[src/rtl/alu_datapath.sv]
// alu_datapath: multi-cycle 8-bit ADD/SUB/MUL/DIV execution unit behind an enable/done handshake.
// Define ALU_DATAPATH_DIV_EN to build the restoring divider; otherwise opcode 3 behaves as a no-op.
module alu_datapath #(
  parameter int WIDTH = 16
) (
  input  logic             clk,
  input  logic             reset,
  input  logic             enable,
  input  logic [3:0]       opcode,
  input  logic [7:0]       a,
  input  logic [7:0]       b,
  output logic [WIDTH-1:0] result,
  output logic             carry,
  output logic             div_zero,
  output logic             busy,
  output logic             done
);

  typedef enum logic [2:0] {
    S_IDLE,
    S_EXEC,
    S_MUL,
    S_DIV,
    S_DONE,
    S_HOLD
  } state_t;

  localparam logic [3:0] OP_ADD = 4'd0;
  localparam logic [3:0] OP_SUB = 4'd1;
  localparam logic [3:0] OP_MUL = 4'd2;
  localparam logic [3:0] OP_DIV = 4'd3;

  state_t      state_reg;
  logic [3:0]  op_reg;
  logic [7:0]  a_reg;
  logic [7:0]  b_reg;
  logic [2:0]  cnt_reg;
  logic        run_reg;
  logic [15:0] acc_reg;
  logic [15:0] mcand_reg;
  logic [7:0]  mplier_reg;
  logic [15:0] result_reg;
  logic        carry_reg;
  logic        div_zero_reg;
  logic        busy_reg;
  logic        done_reg;

  logic [8:0]  add_sum;
  logic [7:0]  sub_diff;
  logic [15:0] mul_next;

  always_comb begin
    add_sum  = {1'b0, a_reg} + {1'b0, b_reg};
    sub_diff = a_reg - b_reg;
    mul_next = acc_reg + (mplier_reg[0] ? mcand_reg : 16'd0);
  end

`ifdef ALU_DATAPATH_DIV_EN
  logic [7:0] rem_reg;
  logic [7:0] quo_reg;
  logic [8:0] rem_shift;
  logic       rem_ge;
  logic [7:0] rem_next;
  logic [7:0] quo_next;

  // Remainder stays below the divisor, so the 8-bit subtraction never loses information.
  always_comb begin
    rem_shift = {rem_reg, quo_reg[7]};
    rem_ge    = (rem_shift >= {1'b0, b_reg});
    rem_next  = rem_ge ? (rem_shift[7:0] - b_reg) : rem_shift[7:0];
    quo_next  = {quo_reg[6:0], rem_ge};
  end
`endif

  always_ff @(posedge clk) begin
    if (reset) begin
      state_reg    <= S_IDLE;
      op_reg       <= 4'd0;
      a_reg        <= 8'd0;
      b_reg        <= 8'd0;
      cnt_reg      <= 3'd0;
      run_reg      <= 1'b0;
      acc_reg      <= 16'd0;
      mcand_reg    <= 16'd0;
      mplier_reg   <= 8'd0;
      result_reg   <= 16'd0;
      carry_reg    <= 1'b0;
      div_zero_reg <= 1'b0;
      busy_reg     <= 1'b0;
      done_reg     <= 1'b0;
`ifdef ALU_DATAPATH_DIV_EN
      rem_reg      <= 8'd0;
      quo_reg      <= 8'd0;
`endif
    end else begin
      // Status outputs lag the state by one cycle so done coincides with the final busy cycle.
      done_reg <= (state_reg == S_DONE);
      busy_reg <= (state_reg == S_EXEC) || (state_reg == S_MUL) ||
                  (state_reg == S_DIV)  || (state_reg == S_DONE);

      case (state_reg)
        S_IDLE: begin
          if (enable) begin
            op_reg       <= opcode;
            a_reg        <= a;
            b_reg        <= b;
            carry_reg    <= 1'b0;
            div_zero_reg <= 1'b0;
            cnt_reg      <= 3'd0;
            run_reg      <= 1'b0;
            case (opcode)
              OP_MUL:  state_reg <= S_MUL;
`ifdef ALU_DATAPATH_DIV_EN
              OP_DIV:  state_reg <= S_DIV;
`endif
              default: state_reg <= S_EXEC;
            endcase
          end
        end

        S_EXEC: begin
          case (op_reg)
            OP_ADD: begin
              result_reg <= {7'd0, add_sum};
              carry_reg  <= add_sum[8];
            end
            OP_SUB: begin
              result_reg <= {8'd0, sub_diff};
              carry_reg  <= (a_reg < b_reg);
            end
            default: ;
          endcase
          state_reg <= S_DONE;
        end

        // First cycle loads the shift registers, then eight shift-add steps follow.
        S_MUL: begin
          if (!run_reg) begin
            acc_reg    <= 16'd0;
            mcand_reg  <= {8'd0, a_reg};
            mplier_reg <= b_reg;
            cnt_reg    <= 3'd0;
            run_reg    <= 1'b1;
          end else begin
            acc_reg    <= mul_next;
            mcand_reg  <= {mcand_reg[14:0], 1'b0};
            mplier_reg <= {1'b0, mplier_reg[7:1]};
            cnt_reg    <= cnt_reg + 3'd1;
            if (cnt_reg == 3'd7) begin
              result_reg <= mul_next;
              run_reg    <= 1'b0;
              state_reg  <= S_DONE;
            end
          end
        end

`ifdef ALU_DATAPATH_DIV_EN
        S_DIV: begin
          if (!run_reg) begin
            if (b_reg == 8'd0) begin
              result_reg   <= {a_reg, 8'hFF};
              div_zero_reg <= 1'b1;
              state_reg    <= S_DONE;
            end else begin
              rem_reg <= 8'd0;
              quo_reg <= a_reg;
              cnt_reg <= 3'd0;
              run_reg <= 1'b1;
            end
          end else begin
            rem_reg <= rem_next;
            quo_reg <= quo_next;
            cnt_reg <= cnt_reg + 3'd1;
            if (cnt_reg == 3'd7) begin
              result_reg <= {rem_next, quo_next};
              run_reg    <= 1'b0;
              state_reg  <= S_DONE;
            end
          end
        end
`endif

        S_DONE: begin
          cnt_reg   <= 3'd0;
          state_reg <= enable ? S_HOLD : S_IDLE;
        end

        // Controller still asserting enable for the finished op; wait for it to let go.
        S_HOLD: begin
          if (!enable) begin
            state_reg <= S_IDLE;
          end
        end

        default: state_reg <= S_IDLE;
      endcase
    end
  end

  generate
    if (WIDTH > 16) begin : g_wide
      assign result = {{(WIDTH - 16){1'b0}}, result_reg};
    end else begin : g_narrow
      assign result = result_reg;
    end
  endgenerate

  assign carry    = carry_reg;
  assign div_zero = div_zero_reg;
  assign busy     = busy_reg;
  assign done     = done_reg;

endmodule

[config.mk]
export PLATFORM = sky130hd
export DESIGN_NAME = alu_datapath
export DESIGN_NICKNAME = d
export VERILOG_FILES = /design/src/rtl/alu_datapath.sv
export SDC_FILE = /design/constraint.sdc
export NUM_CORES = 1
export LEC_CHECK = 0
export ABC_CLOCK_PERIOD_IN_PS = 4050
export BUFFER_PORTS_ARGS = -buffer_cell sky130_fd_sc_hd__buf_2
export CORE_UTILIZATION = 60
export CTS_CLUSTER_DIAMETER = 80
export DETAILED_ROUTE_END_ITERATION = 8
export PLACE_DENSITY = 0.8
export SETUP_SLACK_MARGIN = 0.5
export SLEW_MARGIN = 10
export SYNTH_ARGS = -nofsm -noshare
export SYNTH_HDL_FRONTEND = slang
export SYNTH_SLANG_ARGS = --single-unit
[constraint.sdc]
create_clock -name clk -period 4.05 [get_ports clk]
set_input_delay 0.81 -clock clk [delete_from_list [all_inputs] [get_ports clk]]
set_output_delay 0.81 -clock clk [all_outputs]
set_load 0.01 [all_outputs]
==> flow_metrics.env, run 1 <==
export IMPL_maxSlewHeadroom=0.229
export IMPL_synth_top_cells_by_area="dfxtp_1 35%, ha_1 8.5%, nand2_1 6.7%"
export IMPL_dp_cells=711
export IMPL_min_period_ns=2.69
export IMPL_netSwitchingFraction=0.272
export IMPL_wl_met3_um=487
export IMPL_ys_async_sr_fraction=0
export IMPL_final_setup_tns_ns=0
export IMPL_synth_edf_count=0
export IMPL_grt_pass1_wl_um=19500
export IMPL_core_mm2=0.00777
export IMPL_worst_setup_path_end_kind="flop"
export IMPL_place_area_mm2=0.00510
export IMPL_synth_top_family_by_area="simple AND/OR/NAND/NOR gates"
export IMPL_dieArea_mm2=0.00848
export IMPL_cts_clk_slew_worst_paths_ns=0.09
export IMPL_fin_util=0.683
export IMPL_grt_max_degree=74
export IMPL_wl_met2_um=5690
export IMPL_highest_layer="met4"
export IMPL_track_usage=0.287
export IMPL_cts_post_setup_buffers_inserted=0
export IMPL_dp_hpwl_um=8150
export IMPL_critPathArrivalTime_ns=3.00
export IMPL_drt_iter0_drc=273
export IMPL_status="complete, no violations"
export IMPL_wl_per_cell_um=15.9
export IMPL_wl_met1_um=5070
export IMPL_finalClockSkew_ns=0.00926
export IMPL_fin_cells=727
export IMPL_cts_max_path_buffers=2
export IMPL_worst_slew_pin_slew_ns=1.15
export IMPL_seqPwrFrac=0.522
export IMPL_first_pass_iters=4
export IMPL_worstSkewPairLatency_ns=0.36
export IMPL_overflow=0
export IMPL_areaGrowthSynthToFinish_pct=8.92
export IMPL_syn_inst=603
export IMPL_p_leak_uw=0.00209
export IMPL_route_vias_total=4433
export IMPL_reg2reg_depth=9
export IMPL_start_util=0.627
export IMPL_p_comb_frac=0.123
export IMPL_peakVddDrop_mv=0.191
export IMPL_setup_slack_ns=1.36
export IMPL_synth_top_area_share=0.354
export IMPL_hold_path_depth=2
export IMPL_holdCritPathClass="reg -> reg"
export IMPL_layout_nets=679
export IMPL_setup_viol=0
export IMPL_synth_top_cell_by_area="dfxtp_1"
export IMPL_cts_tree="done"
export IMPL_cts_resized=0
export IMPL_postCtsHoldBufs=0
export IMPL_chipWidth_um=92.1
export IMPL_viasPerCell=6.10
export IMPL_power_switching_uw=466
export IMPL_yosys_area_share_simple=0.223
export IMPL_synth_seq_area_share=0.354
export IMPL_portBuffers=41
export IMPL_stdcell_area_mm2=0.00530
export IMPL_synth_xor_area_frac=0.0288
export IMPL_synth_most_common_cell="nand2_1"
export IMPL_grt_pass1_vias=4164
export IMPL_rsz0062_at_grt="false"
export IMPL_routabilityCongestion=0.891
export IMPL_drv_slew=0
export IMPL_crit_type="reg -> reg"
export IMPL_rrSetupSlack_ns=1.36
export IMPL_rows=32
export IMPL_cts_sinks=86
export IMPL_syn_area_mm2=0.00487
export IMPL_dieHeight_um=92.1
export IMPL_routed_wl_um=11600
export IMPL_fmax_mhz=372
export IMPL_cp_required_ns=4.36
export IMPL_avgSynthCellArea_um2=8.07
export IMPL_pre_cts_slack_ns=1.41
export IMPL_synth_main_ff_cell="dfxtp_1"
export IMPL_root_buffer="clkbuf_8"
export IMPL_drive_above_1_share=0.118
export IMPL_timing_final_crit_share=0.664
export IMPL_ant_nets=0
export IMPL_ys_seq_elements=86
export IMPL_p_per_area_mw_per_mm2=324
export IMPL_synth_compound_area_share=0.212
export IMPL_cts_buffers=9
export IMPL_syn_nets=662
export IMPL_internal_power_uw=1250
export IMPL_cp_max_fo=17
export IMPL_synth_commonest_cells="87 x nand2_1, 86 x dfxtp_1, 59 x a21oi_1"
export IMPL_ioPinCount=43
export IMPL_finalHoldViolCount=0
export IMPL_fillerInstances=694
export IMPL_diodes=0
export IMPL_power_share_clock=0.354
export IMPL_crit_path_start_kind="flop"
export IMPL_htreeDepth=3
export IMPL_maxCapViolations=0
export IMPL_antenna_found_initial=0
export IMPL_synth_cell_type_count=59
export IMPL_synthAdderAreaFrac=0.0972
export IMPL_yosysWarnings=0
export IMPL_synth_mux_area_frac=0.0350
export IMPL_drc=0
==> area by class of cell <==
class | instances | area [um2] | area share
Tap cell | 102 | 128 | 0.0241
Timing Repair Buffer | 47 | 263 | 0.0496
Clock inverter | 6 | 61.3 | 0.0116
Inverter | 19 | 71.3 | 0.0135
Sequential cell | 86 | 1720 | 0.325
Multi-Input combinational cell | 457 | 2920 | 0.551
Clock buffer | 10 | 138 | 0.0260
==> cells in the final DEF (no fill, tap or decap), types with 4 or more instances in the layout <==
cell type	instances
o211ai_1	9
or3_1	4
a31oi_1	5
and3_1	5
a21oi_1	59
xor2_1	5
nand4_1	5
inv_1	18
and2_1	15
buf_4	5
o21ai_0	18
nand3_1	32
ha_1	33
nor3_1	12
xnor2_1	11
buf_2	41
o31ai_1	4
nor2_1	47
clkbuf_8	10
mux2i_1	17
a32o_1	7
dfxtp_1	86
a22oi_1	7
a211oi_1	18
nand2_1	87
==> final timing paths <==
check	start	to
min reg2reg	mcand_reg[15]	mcand_reg[15]
min	mcand_reg[15]	mcand_reg[15]
max	mplier_reg[0]	result[12]
max reg2reg	mplier_reg[0]	result[12]
==> layer usage <==
metal,track usage,vias to the layer above
met5,0,-
met4,0.118,0
met3,0.0498,26
met2,0.498,110
met1,0.350,2113
li1,-,2184
==> cells by family (layout without fill, tap and decap cells) <==
kind of cell | after synthesis | in the layout
simple gates | 230 | 230
compound gates | 157 | 157
flops | 86 | 86
buf+inv | 60 | 82
fa+ha+maj | 36 | 36
mux | 17 | 17
xor+xnor | 16 | 16
other cells | 1 | 1
==> worst max-delay path, stage by stage (launching register included) <==
cell       delay (ns)
dfxtp_1          0.46
and2_1           0.21
ha_1             0.21
fa_1             0.41
a21oi_1          0.22
o211ai_1         0.13
o2111ai_1        0.16
a32oi_1          0.21
or4_1            0.53
nand3_1          0.09
==> power by group through the flow <==
stage	combinational [uW]	clock [uW]	sequential, uW
6_report	212	608	896
3_3_place_gp	202	0	914
2_1_floorplan	157	0	907
3_5_place_dp	208	0	916
5_1_grt	237	651	900
4_1_cts	210	616	896
==> per-stage QoR <==
stage / hold slack, ns / power, uW
floorplan: 0.432 / 1060
global placement: 0.450 / 1120
detailed placement: 0.453 / 1120
CTS: 0.468 / 1720
global route: 0.490 / 1790
finish: 0.466 / 1720
(Power assumes the default switching activity.)
==> inputs of run 2 (changes only) <==
--- a/config.mk
+++ b/config.mk
@@ -5,7 +5,7 @@
 export SDC_FILE = /design/constraint.sdc
 export NUM_CORES = 1
 export LEC_CHECK = 0
-export ABC_CLOCK_PERIOD_IN_PS = 4050
+export ABC_CLOCK_PERIOD_IN_PS = 2500
 export BUFFER_PORTS_ARGS = -buffer_cell sky130_fd_sc_hd__buf_2
 export CORE_UTILIZATION = 60
 export CTS_CLUSTER_DIAMETER = 80
==> constraint.sdc (replaced) <==
create_clock -name clk -period 2.5 [get_ports clk]
set_input_delay 0.5 -clock clk [delete_from_list [all_inputs] [get_ports clk]]
set_output_delay 0.5 -clock clk [all_outputs]
set_load 0.01 [all_outputs]
==> run 2 against run 1 <==
Via count increased by 9.9%. Worst setup slack got worse by 1.1 ns. Cell count increased by 4.1%. Critical path depth unchanged. Non-clock buffer count increased by 31. Final area increased by 14%. Register-to-register slack got worse by 1.1 ns. Sequential power increased by 62%. Sequential cell count unchanged. Wire length increased by 23%.
==> flow_metrics.env, run 2 (synthesis gave the netlist of run 1 again) <==
export IMPL_htreeDepth=3
export IMPL_peakVddDrop_mv=0.362
export IMPL_netSwitchingFraction=0.294
export IMPL_worstReg2RegEnd="result[12]"
export IMPL_core_mm2=0.00777
export IMPL_cts_buffers=9
export IMPL_critPathArrivalTime_ns=2.58
export IMPL_final_cell_mix="83 x nand2_1, 79 x dfxtp_1, 53 x a21oi_1, 46 x nor2_1, 41 x buf_2"
export IMPL_routabilityCongestion=0.917
export IMPL_maxCapViolations=0
export IMPL_grt_max_degree=74
export IMPL_setup_slack_ns=0.233
export IMPL_worstSkewPairLatency_ns=0.37
export IMPL_holdCritPathClass="in -> reg"
export IMPL_rows=32
export IMPL_rsz0062_at_grt="true"
export IMPL_timing_final_crit_share=0.907
export IMPL_wl_per_cell_um=18.8
export IMPL_layout_nets=711
export IMPL_cts_clk_slew_worst_paths_ns=0.09
export IMPL_crit_path_start_kind="flop"
export IMPL_ant_nets=0
export IMPL_first_pass_iters=6
export IMPL_finalHoldViolCount=0
export IMPL_p_comb_frac=0.141
export IMPL_cp_required_ns=2.82
export IMPL_internal_power_uw=1910
export IMPL_holdPathEnd="b_reg[1]"
export IMPL_postCtsHoldBufs=0
export IMPL_fillerInstances=534
export IMPL_setup_viol=0
export IMPL_track_usage=0.331
export IMPL_route_vias_total=4871
export IMPL_fin_hold_ws_ns=0.360
export IMPL_grt_pass1_vias=4544
export IMPL_worst_slew_pin_slew_ns=0.804
export IMPL_root_buffer="clkbuf_8"
export IMPL_drc=0
export IMPL_cts_sinks=86
export IMPL_dp_hpwl_um=8360
export IMPL_dieHeight_um=92.1
export IMPL_startpoint="mplier_reg[0]"
export IMPL_worst_setup_path_end_kind="flop"
export IMPL_cts_max_path_buffers=2
export IMPL_fmax_mhz=441
export IMPL_crit_type="reg -> reg"
export IMPL_seqPwrFrac=0.537
export IMPL_final_common_cell="nand2_1"
export IMPL_drive_above_1_share=0.266
export IMPL_portBuffers=41
export IMPL_overflow=0
export IMPL_status="complete, no violations"
export IMPL_final_setup_tns_ns=0
export IMPL_cp_max_fo=11
export IMPL_viasPerCell=6.43
export IMPL_grt_pass1_wl_um=22000
export IMPL_rrSetupSlack_ns=0.23
export IMPL_dieArea_mm2=0.00848
export IMPL_min_from="b[1]"
export IMPL_drv_slew=0
export IMPL_cts_tree="done"
export IMPL_start_util=0.627
export IMPL_routed_wl_um=14200
export IMPL_reg2reg_depth=9
export IMPL_hold_path_depth=3
export IMPL_diodes=0
export IMPL_finalClockSkew_ns=0.0157
export IMPL_ioPinCount=43
export IMPL_drt_iter0_drc=459
export IMPL_areaGrowthSynthToFinish_pct=23.7
export IMPL_p_leak_uw=0.00234
export IMPL_antenna_found_initial=0
export IMPL_maxSlewHeadroom=0.464
export IMPL_power_share_clock=0.322
export IMPL_power_switching_uw=794
export IMPL_p_per_area_mw_per_mm2=449
export IMPL_chipWidth_um=92.1
export IMPL_min_period_ns=2.27
export IMPL_rr_startpoint="mplier_reg[0]"
export IMPL_pre_cts_slack_ns=0.0258
## run 2: cell count changes in the layout (fill, tap and decap cells not counted), moves of 6 or more
cell	previous run	this run
and2_4	0	7
ha_1	33	22
dfxtp_1	86	79
a21oi_1	59	53
dfxtp_2	0	6
ha_4	0	9
buf_6	0	7
and2_1	15	8
buf_4	5	29
## run 2: cell type report
| cell class | count | area [um2] | share of cell area |
|---|---|---|---|
| tap | 102 | 128 | 0.0212 |
| sequential | 86 | 1730 | 0.288 |
| multi-input combinational | 458 | 3410 | 0.567 |
| timing repair buffer | 78 | 522 | 0.0867 |
| clock buffer | 10 | 128 | 0.0212 |
| clock inverter | 4 | 26.3 | 0.00437 |
| inverter | 19 | 71.3 | 0.0119 |
## run 2: per-layer routing
layer | vias up | share of wire | track usage
li1 | 2241 | - | -
met1 | 2283 | 0.39 | 0.407
met2 | 272 | 0.48 | 0.547
met3 | 75 | 0.072 | 0.0498
met4 | 0 | 0.055 | 0.198
met5 | - | 0 | 0
## run 2: repair_timing
item | in CTS | in global routing
cloned | 0 | 1
setup buffers | 16 | 7
setup endpoints to repair | 25 | 41
pin swaps | 37 | 25
resized for setup | 64 | 36
## run 2: critical path, stage by stage, from the launching register on
cell	delay [ns]
dfxtp_4	0.37
buf_6	0.14
and2_4	0.15
ha_4	0.26
a21oi_4	0.20
nor2_1	0.08
a211oi_2	0.26
a32oi_2	0.17
or4_1	0.50
nand3_1	0.09
## run 2: per-stage QoR
step | util | instances | total power (uW) | cell area (um2)
finish | 0.775 | 757 | 2700 | 6020
floorplan | - | 603 | 1720 | 4880
global route | 0.775 | 757 | 2790 | 6020
global placement | 0.667 | 719 | 1810 | 5180
detailed placement | 0.667 | 719 | 1830 | 5180
CTS | 0.745 | 749 | 2660 | 5790
## run 2: power by group through the flow
| stage | logic [uW] | registers, uW | clock network [uW] |
|---|---|---|---|
| floorplan | 254 | 1470 | 0 |
| global placement | 335 | 1480 | 0 |
| detailed placement | 346 | 1480 | 0 |
| CTS | 354 | 1450 | 854 |
| global route | 420 | 1460 | 914 |
| finish | 382 | 1450 | 869 |
## run 2: worst max-delay path by stage
stage	endpoint	depth (start not counted)	slack [ns]
floorplan	result[12]	9	0.26
global route	result[11]	10	0.16
global placement	result[12]	9	0.11
detailed placement	result[12]	9	0.03
CTS	result[12]	9	0.31
finish	result[12]	9	0.23
